**src/rtl/core_fpu_pkg.sv**
```systemverilog
// Shared types and constants for the core-to-FPU dispatch engine.
package core_fpu_pkg;

  typedef enum logic [3:0] {
    StIdle   = 4'b0001,
    StIssue  = 4'b0010,
    StWait   = 4'b0100,
    StRetire = 4'b1000
  } fpu_state_e;

  localparam int unsigned CH_ADDSUB = 0;
  localparam int unsigned CH_MUL    = 1;
  localparam int unsigned CH_DIV    = 2;
  localparam int unsigned CH_COMP   = 3;

  localparam logic [7:0] OP_FADD = 8'h00;
  localparam logic [7:0] OP_FSUB = 8'h01;
  localparam logic [7:0] OP_FEQ  = 8'h14;
  localparam logic [7:0] OP_FLT  = 8'h0C;
  localparam logic [7:0] OP_FLE  = 8'h1C;

endpackage

```
**src/rtl/core_axis_src_slot.sv**
```systemverilog
// One AXI4-Stream source: pending flag plus a data register held stable while valid.
module core_axis_src_slot #(
  parameter int unsigned W = 32
) (
  input  logic         clk,
  input  logic         rst_n,
  input  logic         load,
  input  logic         need,
  input  logic [W-1:0] load_data,
  input  logic         ready,
  input  logic         flush,
  output logic         valid,
  output logic [W-1:0] data
);

  logic         pend_q, pend_d;
  logic [W-1:0] data_q, data_d;

  always_ff @(posedge clk) begin
    if (!rst_n) begin
      pend_q <= 1'b0;
      data_q <= '0;
    end else begin
      pend_q <= pend_d;
      data_q <= data_d;
    end
  end

  always_comb begin
    pend_d = pend_q;
    data_d = data_q;
    if (load) begin
      pend_d = need;
      data_d = need ? load_data : '0;
    end else if (flush || (pend_q && ready)) begin
      pend_d = 1'b0;
    end
  end

  assign valid = pend_q;
  assign data  = pend_q ? data_q : '0;

endmodule

```
**src/rtl/core_fpu_dispatch.sv**
```systemverilog
// Issue/retire engine routing one operation at a time to NCH AXI4-Stream FPU channels.
// Optional watchdog abort is enabled by defining CORE_FPU_TIMEOUT_EN.
module core_fpu_dispatch
  import core_fpu_pkg::*;
#(
  parameter int unsigned     NCH     = 4,
  parameter int unsigned     DW      = 32,
  parameter int unsigned     OPW     = 8,
  parameter int unsigned     CHW     = 2,
  parameter logic [NCH-1:0]  OP_MASK = 4'b1001,
  parameter int unsigned     TOW     = 8
) (
  input  logic               CLK,
  input  logic               RST_N,
  input  logic               REQ_VALID,
  input  logic [CHW-1:0]     REQ_CH,
  input  logic [DW-1:0]      REQ_A,
  input  logic [DW-1:0]      REQ_B,
  input  logic [OPW-1:0]     REQ_OP,
  output logic               BUSY,
  output logic               DONE,
  output logic [DW-1:0]      RESULT,
  output logic               ERR,
  output logic [NCH*DW-1:0]  A_TDATA,
  output logic [NCH-1:0]     A_TVALID,
  input  logic [NCH-1:0]     A_TREADY,
  output logic [NCH*DW-1:0]  B_TDATA,
  output logic [NCH-1:0]     B_TVALID,
  input  logic [NCH-1:0]     B_TREADY,
  output logic [NCH*OPW-1:0] OP_TDATA,
  output logic [NCH-1:0]     OP_TVALID,
  input  logic [NCH-1:0]     OP_TREADY,
  input  logic [NCH*DW-1:0]  R_TDATA,
  input  logic [NCH-1:0]     R_TVALID,
  output logic [NCH-1:0]     R_TREADY
);

  fpu_state_e     state_q, state_d;
  logic [CHW-1:0] ch_q;
  logic [DW-1:0]  result_q, result_d;

  logic           req_ok, load, op_need, busy, issue_done, r_fire, abort;
  logic           a_valid, b_valid, op_valid;
  logic           a_rdy, b_rdy, op_rdy, r_valid_sel;
  logic [DW-1:0]  a_data, b_data, r_data_sel;
  logic [OPW-1:0] op_data;

  assign req_ok = 32'(REQ_CH) < NCH;
  assign load   = (state_q == StIdle) && REQ_VALID && req_ok;
  assign busy   = (state_q == StIssue) || (state_q == StWait);

  // Per-channel select of handshake inputs for the latched channel.
  always_comb begin
    a_rdy       = 1'b0;
    b_rdy       = 1'b0;
    op_rdy      = 1'b0;
    r_valid_sel = 1'b0;
    r_data_sel  = '0;
    op_need     = 1'b0;
    for (int i = 0; i < NCH; i++) begin
      if (ch_q == CHW'(i)) begin
        a_rdy       = A_TREADY[i];
        b_rdy       = B_TREADY[i];
        op_rdy      = OP_TREADY[i];
        r_valid_sel = R_TVALID[i];
        r_data_sel  = R_TDATA[i*DW +: DW];
      end
      if (REQ_CH == CHW'(i)) begin
        op_need = OP_MASK[i];
      end
    end
  end

  assign issue_done = (!a_valid || a_rdy) && (!b_valid || b_rdy) && (!op_valid || op_rdy);
  assign r_fire     = (state_q == StWait) && r_valid_sel;

  core_axis_src_slot #(.W(DW)) u_slot_a (
    .clk       (CLK),
    .rst_n     (RST_N),
    .load      (load),
    .need      (1'b1),
    .load_data (REQ_A),
    .ready     (a_rdy),
    .flush     (abort),
    .valid     (a_valid),
    .data      (a_data)
  );

  core_axis_src_slot #(.W(DW)) u_slot_b (
    .clk       (CLK),
    .rst_n     (RST_N),
    .load      (load),
    .need      (1'b1),
    .load_data (REQ_B),
    .ready     (b_rdy),
    .flush     (abort),
    .valid     (b_valid),
    .data      (b_data)
  );

  core_axis_src_slot #(.W(OPW)) u_slot_op (
    .clk       (CLK),
    .rst_n     (RST_N),
    .load      (load),
    .need      (op_need),
    .load_data (REQ_OP),
    .ready     (op_rdy),
    .flush     (abort),
    .valid     (op_valid),
    .data      (op_data)
  );

`ifdef CORE_FPU_TIMEOUT_EN
  logic [TOW-1:0] cnt_q, cnt_d;
  logic           err_q, err_d;

  always_comb begin
    cnt_d = cnt_q;
    if (load) begin
      cnt_d = '0;
    end else if (busy) begin
      cnt_d = cnt_q + TOW'(1);
    end
  end

  // A result landing in the expiry cycle still wins so it is not dropped after R_TREADY.
  assign abort = busy && (&cnt_q) && !r_fire;

  always_comb begin
    err_d = err_q;
    if ((state_q == StIdle) && REQ_VALID) begin
      err_d = 1'b0;
    end
    if (abort) begin
      err_d = 1'b1;
    end
  end

  always_ff @(posedge CLK) begin
    if (!RST_N) begin
      cnt_q <= '0;
      err_q <= 1'b0;
    end else begin
      cnt_q <= cnt_d;
      err_q <= err_d;
    end
  end

  assign ERR = err_q;
`else
  logic unused_tow;
  assign unused_tow = (TOW == 0);
  assign abort      = 1'b0;
  assign ERR        = 1'b0;
`endif

  always_ff @(posedge CLK) begin
    if (!RST_N) begin
      state_q  <= StIdle;
      ch_q     <= '0;
      result_q <= '0;
    end else begin
      state_q  <= state_d;
      result_q <= result_d;
      if (load) begin
        ch_q <= REQ_CH;
      end
    end
  end

  always_comb begin
    state_d = state_q;
    unique case (state_q)
      StIdle: begin
        if (REQ_VALID) begin
          state_d = req_ok ? StIssue : StRetire;
        end
      end
      StIssue: begin
        if (abort) begin
          state_d = StRetire;
        end else if (issue_done) begin
          state_d = StWait;
        end
      end
      StWait: begin
        if (r_fire || abort) begin
          state_d = StRetire;
        end
      end
      StRetire: state_d = StIdle;
      default:  state_d = StIdle;
    endcase
  end

  always_comb begin
    result_d = result_q;
    if ((state_q == StIdle) && REQ_VALID && !req_ok) begin
      result_d = '0;
    end
    if (r_fire) begin
      result_d = r_data_sel;
    end
    if (abort) begin
      result_d = '1;
    end
  end

  always_comb begin
    BUSY      = busy;
    DONE      = (state_q == StRetire);
    RESULT    = result_q;
    A_TVALID  = '0;
    B_TVALID  = '0;
    OP_TVALID = '0;
    R_TREADY  = '0;
    A_TDATA   = '0;
    B_TDATA   = '0;
    OP_TDATA  = '0;
    for (int i = 0; i < NCH; i++) begin
      if (ch_q == CHW'(i)) begin
        A_TVALID[i]            = a_valid;
        B_TVALID[i]            = b_valid;
        OP_TVALID[i]           = op_valid;
        R_TREADY[i]            = (state_q == StWait);
        A_TDATA[i*DW +: DW]    = a_data;
        B_TDATA[i*DW +: DW]    = b_data;
        OP_TDATA[i*OPW +: OPW] = op_data;
      end
    end
  end

endmodule

```
**config.mk**
```make
export PLATFORM = sky130hd
export DESIGN_NAME = core_fpu_dispatch
export DESIGN_NICKNAME = d
export VERILOG_FILES = /design/src/rtl/core_fpu_pkg.sv /design/src/rtl/core_axis_src_slot.sv /design/src/rtl/core_fpu_dispatch.sv
export SDC_FILE = /design/constraint.sdc
export NUM_CORES = 1
export LEC_CHECK = 0
export CAP_MARGIN = 0
export CORE_AREA = 2 2 215 217
export DETAILED_ROUTE_END_ITERATION = 16
export DIE_AREA = 0 0 217 219
export PLACE_DENSITY = 0.44
export SLEW_MARGIN = 20
export SYNTH_ARGS = -nofsm -noshare
export SYNTH_HDL_FRONTEND = slang
export SYNTH_SLANG_ARGS = --single-unit
```
**constraint.sdc**
```tcl
create_clock -name CLK -period 1.8 [get_ports CLK]
set_input_delay 0.18 -clock CLK [delete_from_list [all_inputs] [get_ports CLK]]
set_output_delay 0.18 -clock CLK [all_outputs]
set_load 0.01 [all_outputs]
```
# Yosys cells after proc, flatten, opt, wreduce, memory -nomap -nowiden
# Index checks and enable logic that the tools add are counted.
# word_totals
reg_bits	113
output_inout_bits	339
word_cells	108
# op_classes
eq_ne	13
n_mux	66
reduce_logical	20
# ops
operator	n
$mux 32	14
$mux 8	6
$mux 1	42
$mux 4	3
$pmux 4 s3	1
$eq 2x2->1 const B	4
$logic_and 1x1->1	7
$ne 2x2->1 const B	3
$reduce_bool 2->1	3
$eq 2x1->1 const B	2
$eq 4x1->1 const B	1
$eq 4x2->1 const B	1
$eq 4x3->1 const B	1
$eq 4x4->1 const B	1
$logic_not 2->1	2
$logic_or 1x1->1	4
$logic_not 1->1	3
$reduce_and 3->1	1

# Logic depth before layout (Yosys ltp)
# depth
ltp_word	10
ltp_mapped	8
depth_no_buf	4

# Hierarchy
# A second synthesis with hierarchy kept.
# hier_totals
hier_cells	987
hier_area_um2	8201.6
# modules_own_cells
mod	n_inst	cells_each	area_each_um2	seq_area_each_um2
core_fpu_dispatch	1	579	4668.2	760.7
core_axis_src_slot (u_slot_a ...)	2	181	1561.5	660.6
core_axis_src_slot (u_slot_op)	1	46	410.4	180.2

# Least setup slack after synthesis
# OpenSTA, ideal clock, no wires.
# synth_path
path_kind	register to output
startpoint	register ch_q[1]
endpoint	output port OP_TDATA[16]
t_arrival_ns	1.386
setup_slack_ns	0.234
stages_incl_launch_ff	6
cell_sequence	dfxtp_1 buf_2 buf_2 nand2_1 nor2_1 and2_1
# synth_between
elab_chain_len	2
# synth_lines
item	line_no	text
from (decl)	core_fpu_dispatch.sv:39	logic [CHW-1:0] ch_q;
from (signal assigned)	core_fpu_dispatch.sv:160	ch_q <= '0;
from (signal assigned)	core_fpu_dispatch.sv:166	ch_q <= REQ_CH;
$eq 2x2->1	core_fpu_dispatch.sv:221	if (ch_q == CHW'(i)) begin
$mux 8	core_fpu_dispatch.sv:221	
to (decl)	core_fpu_dispatch.sv:30	output logic [NCH*OPW-1:0] OP_TDATA,
# Every way passes these cells.

# Worst setup path in the final report
# layout_path
startpoint	register ch_q[0]
endpoint	output port B_TDATA[16]
# layout_between
elab_chain_len	2
# layout_lines
item	line_no	text
$logic_not 2->1	core_fpu_dispatch.sv:221	
$mux 32	core_fpu_dispatch.sv:221	
to (decl)	core_fpu_dispatch.sv:27	output logic [NCH*DW-1:0] B_TDATA,
# Every way passes these cells.

==> impl_summary.md <==
Outcome
The flow ran to the end, but the final reports show violations. The checks that failed: negative setup slack.

Detailed routing
The detailed router finished its first iteration with 318 violations. The number of nets with antenna violations after detailed routing is 0. The first detailed-routing pass ran for 4 iterations.

The total wire length after detailed routing is 38800 um. Using the TritonRoute via totals, the vias-per-cell ratio works out to 4.06. The via total after detailed routing is 8408. Dividing the detail-routed wire length by the instance count gives 18.7 um. The post-detailed-route DRC marker count is 0.

Floorplan
The area of the core is 45100 um2. The starting density of the core is 16.3%. The floorplan step defined a die boundary enclosing 47500 um2. The floorplan step set the die height to 219 um. The die is 217 um wide. The I/O pin count is 560.

Row generation in the floorplan step produced 78 rows.

Critical path
The data required time at the worst endpoint is 1620 ps. The worst setup path is captured at an output pin. Of all nets on the critical path, the largest fanout is 16.

Counting cells, the worst reg-to-reg path comes to 7. STA puts the critical path data arrival time at 2030 ps. The startpoint type of the worst setup path is a flop.

The type of the worst setup path is flop to output pin.

STA
The final cycle utilization of the critical path is 123%. Setup repair after global routing could not meet its margin everywhere. The worst-case clock skew is 8.73 ps.

The clock period minus worst slack is 2210 ps. Setup violations remaining at the end of the flow were counted as 244. Setup slack on the critical path of the routed design comes to -410 ps.

The highest attainable clock frequency is 453 MHz. The hold violation total from the final report is 0. The number of pins exceeding their max-slew limit in the final report is 0.

Synth
Counting flops with a built-in enable in the synthesized netlist gives 0. The predominant post-synthesis flop cell is sky130_fd_sc_hd__dfxtp_1. A synthesized cell averages 8.18 um2. The synthesized area is 7360 um2. The number of library cell types mapped by synthesis is 44. The cell count after synthesis is 899. The Yosys step of the flow raised 0 warnings.

The number of nets handed over by synthesis was 1120. The part of the Yosys area used for sequential elements is 30.8%. The fraction of registers with async set/reset is 0%. The flip-flop and latch count after synthesis is 113.

Cells and area
The sequential cell area is 2270 um2. The layout-stage area growth over the synthesis result is 96.5%. Of the cells placed in the final design, the portion with a size suffix greater than 1 is 17.8%. The post-layout instance count excluding filler cells is 2071. The layout filler cell count is 4805.

Leaving out fill and tap cells, the most frequent cell in the layout is sky130_fd_sc_hd__clkdlybuf4s50_1. The total area of multi-input combinational cells is 4700 um2. The library cells used most frequently in the layout, excluding fill and tap cells, are sky130_fd_sc_hd__clkdlybuf4s50_1 (421), sky130_fd_sc_hd__and2_1 (256), sky130_fd_sc_hd__nand2_1 (179), sky130_fd_sc_hd__dfxtp_1 (111), sky130_fd_sc_hd__a21boi_0 (57). The final layout contains 1676 nets.

Global route
The overall track demand over capacity in global routing is 15.6%. The initial antenna violation count is 1. The via count of the first global-routing pass is 8394.

The residual overflow from global routing is 0. The maximum number of pins on one net before global-route repair is 56. The first-pass GRT wire length is 55100 um.

CTS
The TritonCTS clock tree is yes. For this design, the sink count on the clock tree is 113. The cell chosen for the clock root is sky130_fd_sc_hd__clkbuf_16. The number of clock buffers inserted by TritonCTS is 17. The number of hold buffers added after CTS was 0. The latest clock arrival within the worst-skew pair is 430 ps.

The maximum level of the CTS H-tree is 4. The post-CTS clock slew at the launch and capture registers of the worst setup and hold paths is 50 ps. Counting along the longest clock path gives a buffer depth of 2.

Place
The routability congestion estimate is 0.787. Input and output buffers added on the ports amount to 558. The number of placed instances, taps included, is 2032.

The detailed placer's ending HPWL is 30900 um.

Pwr
The design draws 7.83 mW. The power density of the placed cells is 542 nW/um2. The cell leakage power is 5.96 nW. VDD sags by at most 0.000428 V.

Hold path
Along the worst hold path, the cell count comes to 3. The tightest min-delay check is of the input port to flop type.

Job
Max-cap violations in this run came to 0.
==> flip-flops by register name (all words and copies together) (netlist names) <==
signal            cells
u_slot_a.valid        1
u_slot_b.data_q      32
u_slot_op.valid       1
u_slot_op.data_q      8
u_slot_a.data_q      32
RESULT               32
ch_q                  2
state_q               4
u_slot_b.valid        1
==> routing by layer <==
| layer | track usage [%] | share of wire (%) | vias up |
|---|---|---|---|
| met5 | 0 | 0.041 | - |
| met1 | 17.2 | 39 | 3961 |
| li1 | - | - | 4092 |
| met4 | 4.06 | 1.1 | 2 |
| met3 | 5.09 | 8.1 | 19 |
| met2 | 28.4 | 52 | 334 |
==> layout make-up <==
type                    instances  area share [%]
repair buffers                621            42.5
multi-input cells             701            32.5
flip-flops and latches        113            15.7
well taps                     600            5.19
clock buffers                  29            3.75
clock inverters                 3           0.294
diodes                          3          0.0519
inverters                       1          0.0260
==> synthesized netlist by cell type (all sizes together) (2+ instances only) <==
master  number  area (um2)
nor3b        4        35.0
nor2        10        37.5
dfxtp      113        2260
nor4b        3        38.8
nand3b       2        27.5
mux4        35         788
and3        36         225
nand3       42         225
o21ai       33         229
clkbuf      44         166
nor2b        2        12.5
nor3         4        25.0
nand2b       2        12.5
buf         40         295
nand2      181         682
a21boi      76         571
and2       257        1610
xnor2        2        17.5
==> path summary, 6_finish.rpt <==
kind | startpoint | end | slack, ps
worst min-delay path | RST_N | RESULT[9]$_SDFFE_PN0P_ | 160
worst max register to register | ch_q[1]$_SDFFE_PN0P_ | RESULT[25]$_SDFFE_PN0P_ | -20
worst min register to register | RESULT[16]$_SDFFE_PN0P_ | RESULT[16]$_SDFFE_PN0P_ | 460
worst max-delay path | ch_q[0]$_SDFFE_PN0P_ | B_TDATA[16] | -410
==> critical path: stages (launching register included) <==
cell                              delay, ps
sky130_fd_sc_hd__dfxtp_4                410
sky130_fd_sc_hd__nor3b_2                260
sky130_fd_sc_hd__buf_4                  240
sky130_fd_sc_hd__and2_1                 150
sky130_fd_sc_hd__clkdlybuf4s50_1        550
==> report_power, final <==
group | internal [mW] | leakage [nW] | switching, mW
registers | 2.62 | 0.923 | 0.170
logic | 0.950 | 4.75 | 0.688
clock network | 2.17 | 0.283 | 1.23
==> through the flow <==
step	worst slack (ps)	util, %	hold WS, ps	setup TNS, ps	cell area [um2]
after detailed placement	-58.5	30.8	454	-537	13900
after global placement	-45.3	30.8	444	-373	13900
after floorplan	234	-	315	0	7360
after global routing	-533	32.0	151	-99870	14400
final	-410	32.1	156	-65810	14500
after CTS	-512	32.3	141	-105270	14500
==> cell families (layout without fill, tap and decap cells) <==
kind of cell | count (synthesis) | in the layout | synth area share [%]
other | 1 | 4 | 0.0510
AOI/OAI and AO/OA | 113 | 113 | 11.3
buffers and inverters | 85 | 654 | 6.33
DFF | 113 | 113 | 30.8
and+or+nand+nor | 548 | 548 | 40.3
xor gates and xnor gates | 2 | 2 | 0.238
muxes | 37 | 37 | 11.0
==> timing repair <==
| item | CTS | global route |
|---|---|---|
| pin swaps | 2 | 1 |
| gates resized for setup | 218 | 129 |
| hold endpoints to repair | 0 | 0 |
| setup endpoints to repair | 320 | 339 |
| gates cloned | 0 | 1 |
| buffers inserted | 2 | 1 |
No activity file was read; power rests on OpenSTA's default activity.
==> edit 1: new RTL, same flow settings <==
Encoding of `fpu_state_e`: now binary (2 bits for 4 states).
--- a/src/rtl/core_fpu_pkg.sv
+++ b/src/rtl/core_fpu_pkg.sv
@@ -1,11 +1,11 @@
 // Shared types and constants for the core-to-FPU dispatch engine.
 package core_fpu_pkg;
 
-  typedef enum logic [3:0] {
-    StIdle   = 4'b0001,
-    StIssue  = 4'b0010,
-    StWait   = 4'b0100,
-    StRetire = 4'b1000
+  typedef enum logic [1:0] {
+    StIdle   = 2'd0,
+    StIssue  = 2'd1,
+    StWait   = 2'd2,
+    StRetire = 2'd3
   } fpu_state_e;
 
   localparam int unsigned CH_ADDSUB = 0;
Formal check against the unedited RTL: no difference found for any inputs over 4 cycles, from zero or initial values and one cycle with RST_N low; so few cycles prove little.
==> edit 1 against the original RTL <==
The flow still finishes with violations (negative setup slack); non-clock buffer count grew 73; sequential cell count shrank 2; cell area grew 13%; wire length grew 16%; synthesized area shrank 3.0%; final cell count grew 0.68%; setup slack gained 0.21 ns.
Power is not compared: it rests on default switching activity, and its combinational part moved more than twofold at a synthesized area within 25%.
==> edit 1: results <==
{
  "status": "complete, but fails checks",
  "violations": "negative setup slack",
  "place_ws_ns": -0.140,
  "max_stage_delay_ns": 0.40,
  "drive_gt1_share_pct": 49.2,
  "clkSinkCount": 111,
  "nClkBuffers": 12,
  "fin_setup_tns_ns": -26.96,
  "yosys-top-cells-count": "289 x and2_1, 141 x nand2_1, 111 x dfxtp_1",
  "grt_use_met1_pct": 20.3,
  "grt_use_total_pct": 17.3,
  "fin_ws_ns": -0.200,
  "cp_max_fo": 4,
  "multi_input_area_share_pct": 32.5,
  "grtUsageMet2_pct": 31.6,
  "worst_ep_arrival_time_ns": 1.82,
  "yosys-top-cells-area": "dfxtp_1 31%, and2_1 25%, mux4_2 10%",
  "num-nets-final": 1706,
  "drtIter0Drc": 245,
  "routabilityCongestion": 0.773,
  "synth_compound_area_share_pct": 9.63,
  "bufAreaShareNonClock_pct": 47.4,
  "grt_max_degree": 114,
  "inverters_excl_clock": 3,
  "wl_met2_um": 22700,
  "finalClockSkew_ns": 0.00572,
  "fin_cells": 2085,
  "dpl_cell_area_um2": 13800,
  "fill_cells": 4599,
  "ys_seq_area_share_pct": 31.1,
  "post_synth_fa_ha_maj_area_fraction_pct": 0.877,
  "setup_viol": 297,
  "sh_seq_area_pct": 13.7,
  "synth_xor_xnor_area_share_pct": 0.123,
  "wl_met3_um": 3170,
  "n_all_buffers": 694,
  "clk_pin_slew_ns": 0.08,
  "slowest_stage": "dfxtp_4",
  "grt_pass1_wl_um": 59300,
  "clk_share_pct": 1.72,
  "synth_cell_types": 31
}
[edit 1: cell types whose count changed after synthesis, moves of 32 or more]
cell and delta:
nor2b_1 +40, nand2_1 -39, nand3_1 -38, and3_1 -36, mux2i_1 +34, and2_1 +32
[edit 1: worst paths after layout]
path	startpoint	end	slack [ns]	depth (start not counted)
worst max-delay path	ch_q[1]	B_TDATA[85]	-0.20	7
worst min-delay path	REQ_B[7]	u_slot_b.data_q[7]	0.35	3
worst max register to register	ch_q[1]	state_q[0]	-0.13	8
worst min register to register	state_q[1]	state_q[1]	0.51	2
[edit 1: what timing repair did]
item	CTS	global route
buffers inserted	63	11
setup endpoints to repair	334	345
resized for setup	1316	470
gates cloned	26	10
hold buffers	0	0
pin swaps	16	10
[edit 1: power breakdown]
| part | switching [mW] | internal (mW) |
|---|---|---|
| clock network | 1.03 | 1.08 |
| logic | 2.60 | 3.17 |
| registers | 0.570 | 2.90 |
| total | 4.21 | 7.14 |
==> edit 2: new RTL, config.mk and constraints unchanged <==
Made on the original files. Set the parameter `NCH` to 5 (it was 4).
--- a/src/rtl/core_fpu_dispatch.sv
+++ b/src/rtl/core_fpu_dispatch.sv
@@ -3,7 +3,7 @@
 module core_fpu_dispatch
   import core_fpu_pkg::*;
 #(
-  parameter int unsigned     NCH     = 4,
+  parameter int unsigned     NCH     = 5,
   parameter int unsigned     DW      = 32,
   parameter int unsigned     OPW     = 8,
   parameter int unsigned     CHW     = 2,
Interface: changed (12 resized); port bits go from 560 to 672. No check against the original RTL was run, so the function may have changed too.
==> edit 2 against the original RTL <==
The flow still finishes with violations (negative setup slack); sequential cell count stayed put; final cell count up 4.1%; non-clock buffer count rose by 85; synthesized area grew 6.0%; first-iteration DRC count up 6.9%; power is 25% higher; utilization grew 2.3 points; clock skew barely moved; clock power grew 16%; setup slack improved by 0.036 ns; cell area rose by 7.2%; hold slack better by 0.043 ns; wire length grew 7.9%; highest routed layer unchanged.
==> edit 2: results <==
{
  "drtIter0Drc": 340,
  "status": "complete, but fails checks",
  "yosys-top-cells-count": "221 x and2_1, 212 x nand2_1, 113 x dfxtp_1",
  "p_leak_nw": 6.93,
  "worstHoldPathCells": 2,
  "dpl.hpwl_um": 32100,
  "fin_setup_tns_ns": -83.39,
  "worst_ir_drop_vdd_v": 0.000447,
  "grt_pass1_vias": 9198,
  "routabilityCongestion": 0.795,
  "worst_ep_arrival_time_ns": 1.99,
  "ys_seq_area_share_pct": 29.0,
  "reg2reg_depth": 6,
  "grt_use_met1_pct": 19.1,
  "grt_use_total_pct": 16.8,
  "finalClockSkew_ns": 0.00855,
  "whs_endpoint": "u_slot_b.data_q[28]",
  "fill_cells": 4785,
  "r2r_end": "state_q[1]",
  "yosys-top-cells-area": "dfxtp_1 29%, and2_1 18%, nand2_1 10%",
  "grt_max_degree": 44,
  "met1_length_um": 16600,
  "setup_viol": 307,
  "multiInputGateArea_um2": 4670,
  "violations": "negative setup slack",
  "synth_fp_nets": 1236,
  "fin_ws_ns": -0.374,
  "dpl_cell_area_um2": 14700
}
[edit 2: cells by family after synthesis]
group           share of synthesized area [%]
other cells                            0.0481
mux                                      10.3
xor+xnor                                0.112
flops                                    29.0
buf+inv                                  12.3
simple gates                             36.9
compound gates                           11.3
[edit 2: final cells by class]
cell class,instances,share of cell area (%)
tap,600,4.84
sequential,113,14.7
timing repair buffer,706,45.9
clock inverter,9,1.30
multi-input combinational,702,30.2
clock buffer,23,3.08
inverter,2,0.0484
[edit 2: worst max path at each step]
stage,startpoint,end,slack (ns)
floorplan,ch_q[1],R_TREADY[4],0.03
global placement,ch_q[0],B_TDATA[3],-0.07
detailed placement,ch_q[0],A_TDATA[27],-0.08
CTS,ch_q[0],OP_TDATA[11],-0.46
global route,ch_q[0],OP_TDATA[2],-0.53
finish,ch_q[1],B_TDATA[108],-0.37
[edit 2: report_power, final]
group | switching (mW) | total, mW | leakage (nW) | internal (mW)
registers | 0.318 | 3.04 | 0.922 | 2.73
logic | 1.30 | 2.82 | 5.68 | 1.52
clock network | 1.25 | 3.95 | 0.328 | 2.71
total | 2.87 | 9.82 | 6.93 | 6.95
[edit 2: through the flow]
| step | hold WS (ns) | cells |
|---|---|---|
| global route | 0.191 | 2155 |
| detailed placement | 0.447 | 2111 |
| floorplan | 0.325 | 979 |
| finish | 0.199 | 2155 |
| CTS | 0.177 | 2154 |
| global placement | 0.442 | 2111 |
[edit 2: critical path, cell delays in order, from the launching register on]
cell             delay (ns)
dfxtp_4                0.43
and3_1                 0.23
buf_12                 0.19
and2_1                 0.15
clkdlybuf4s50_1        0.54
[edit 2: timing repair]
action,CTS,global route
setup endpoints to repair,416,483
buffers inserted,9,1
hold endpoints to repair,0,0
gates cloned,2,0
gates resized for setup,355,116
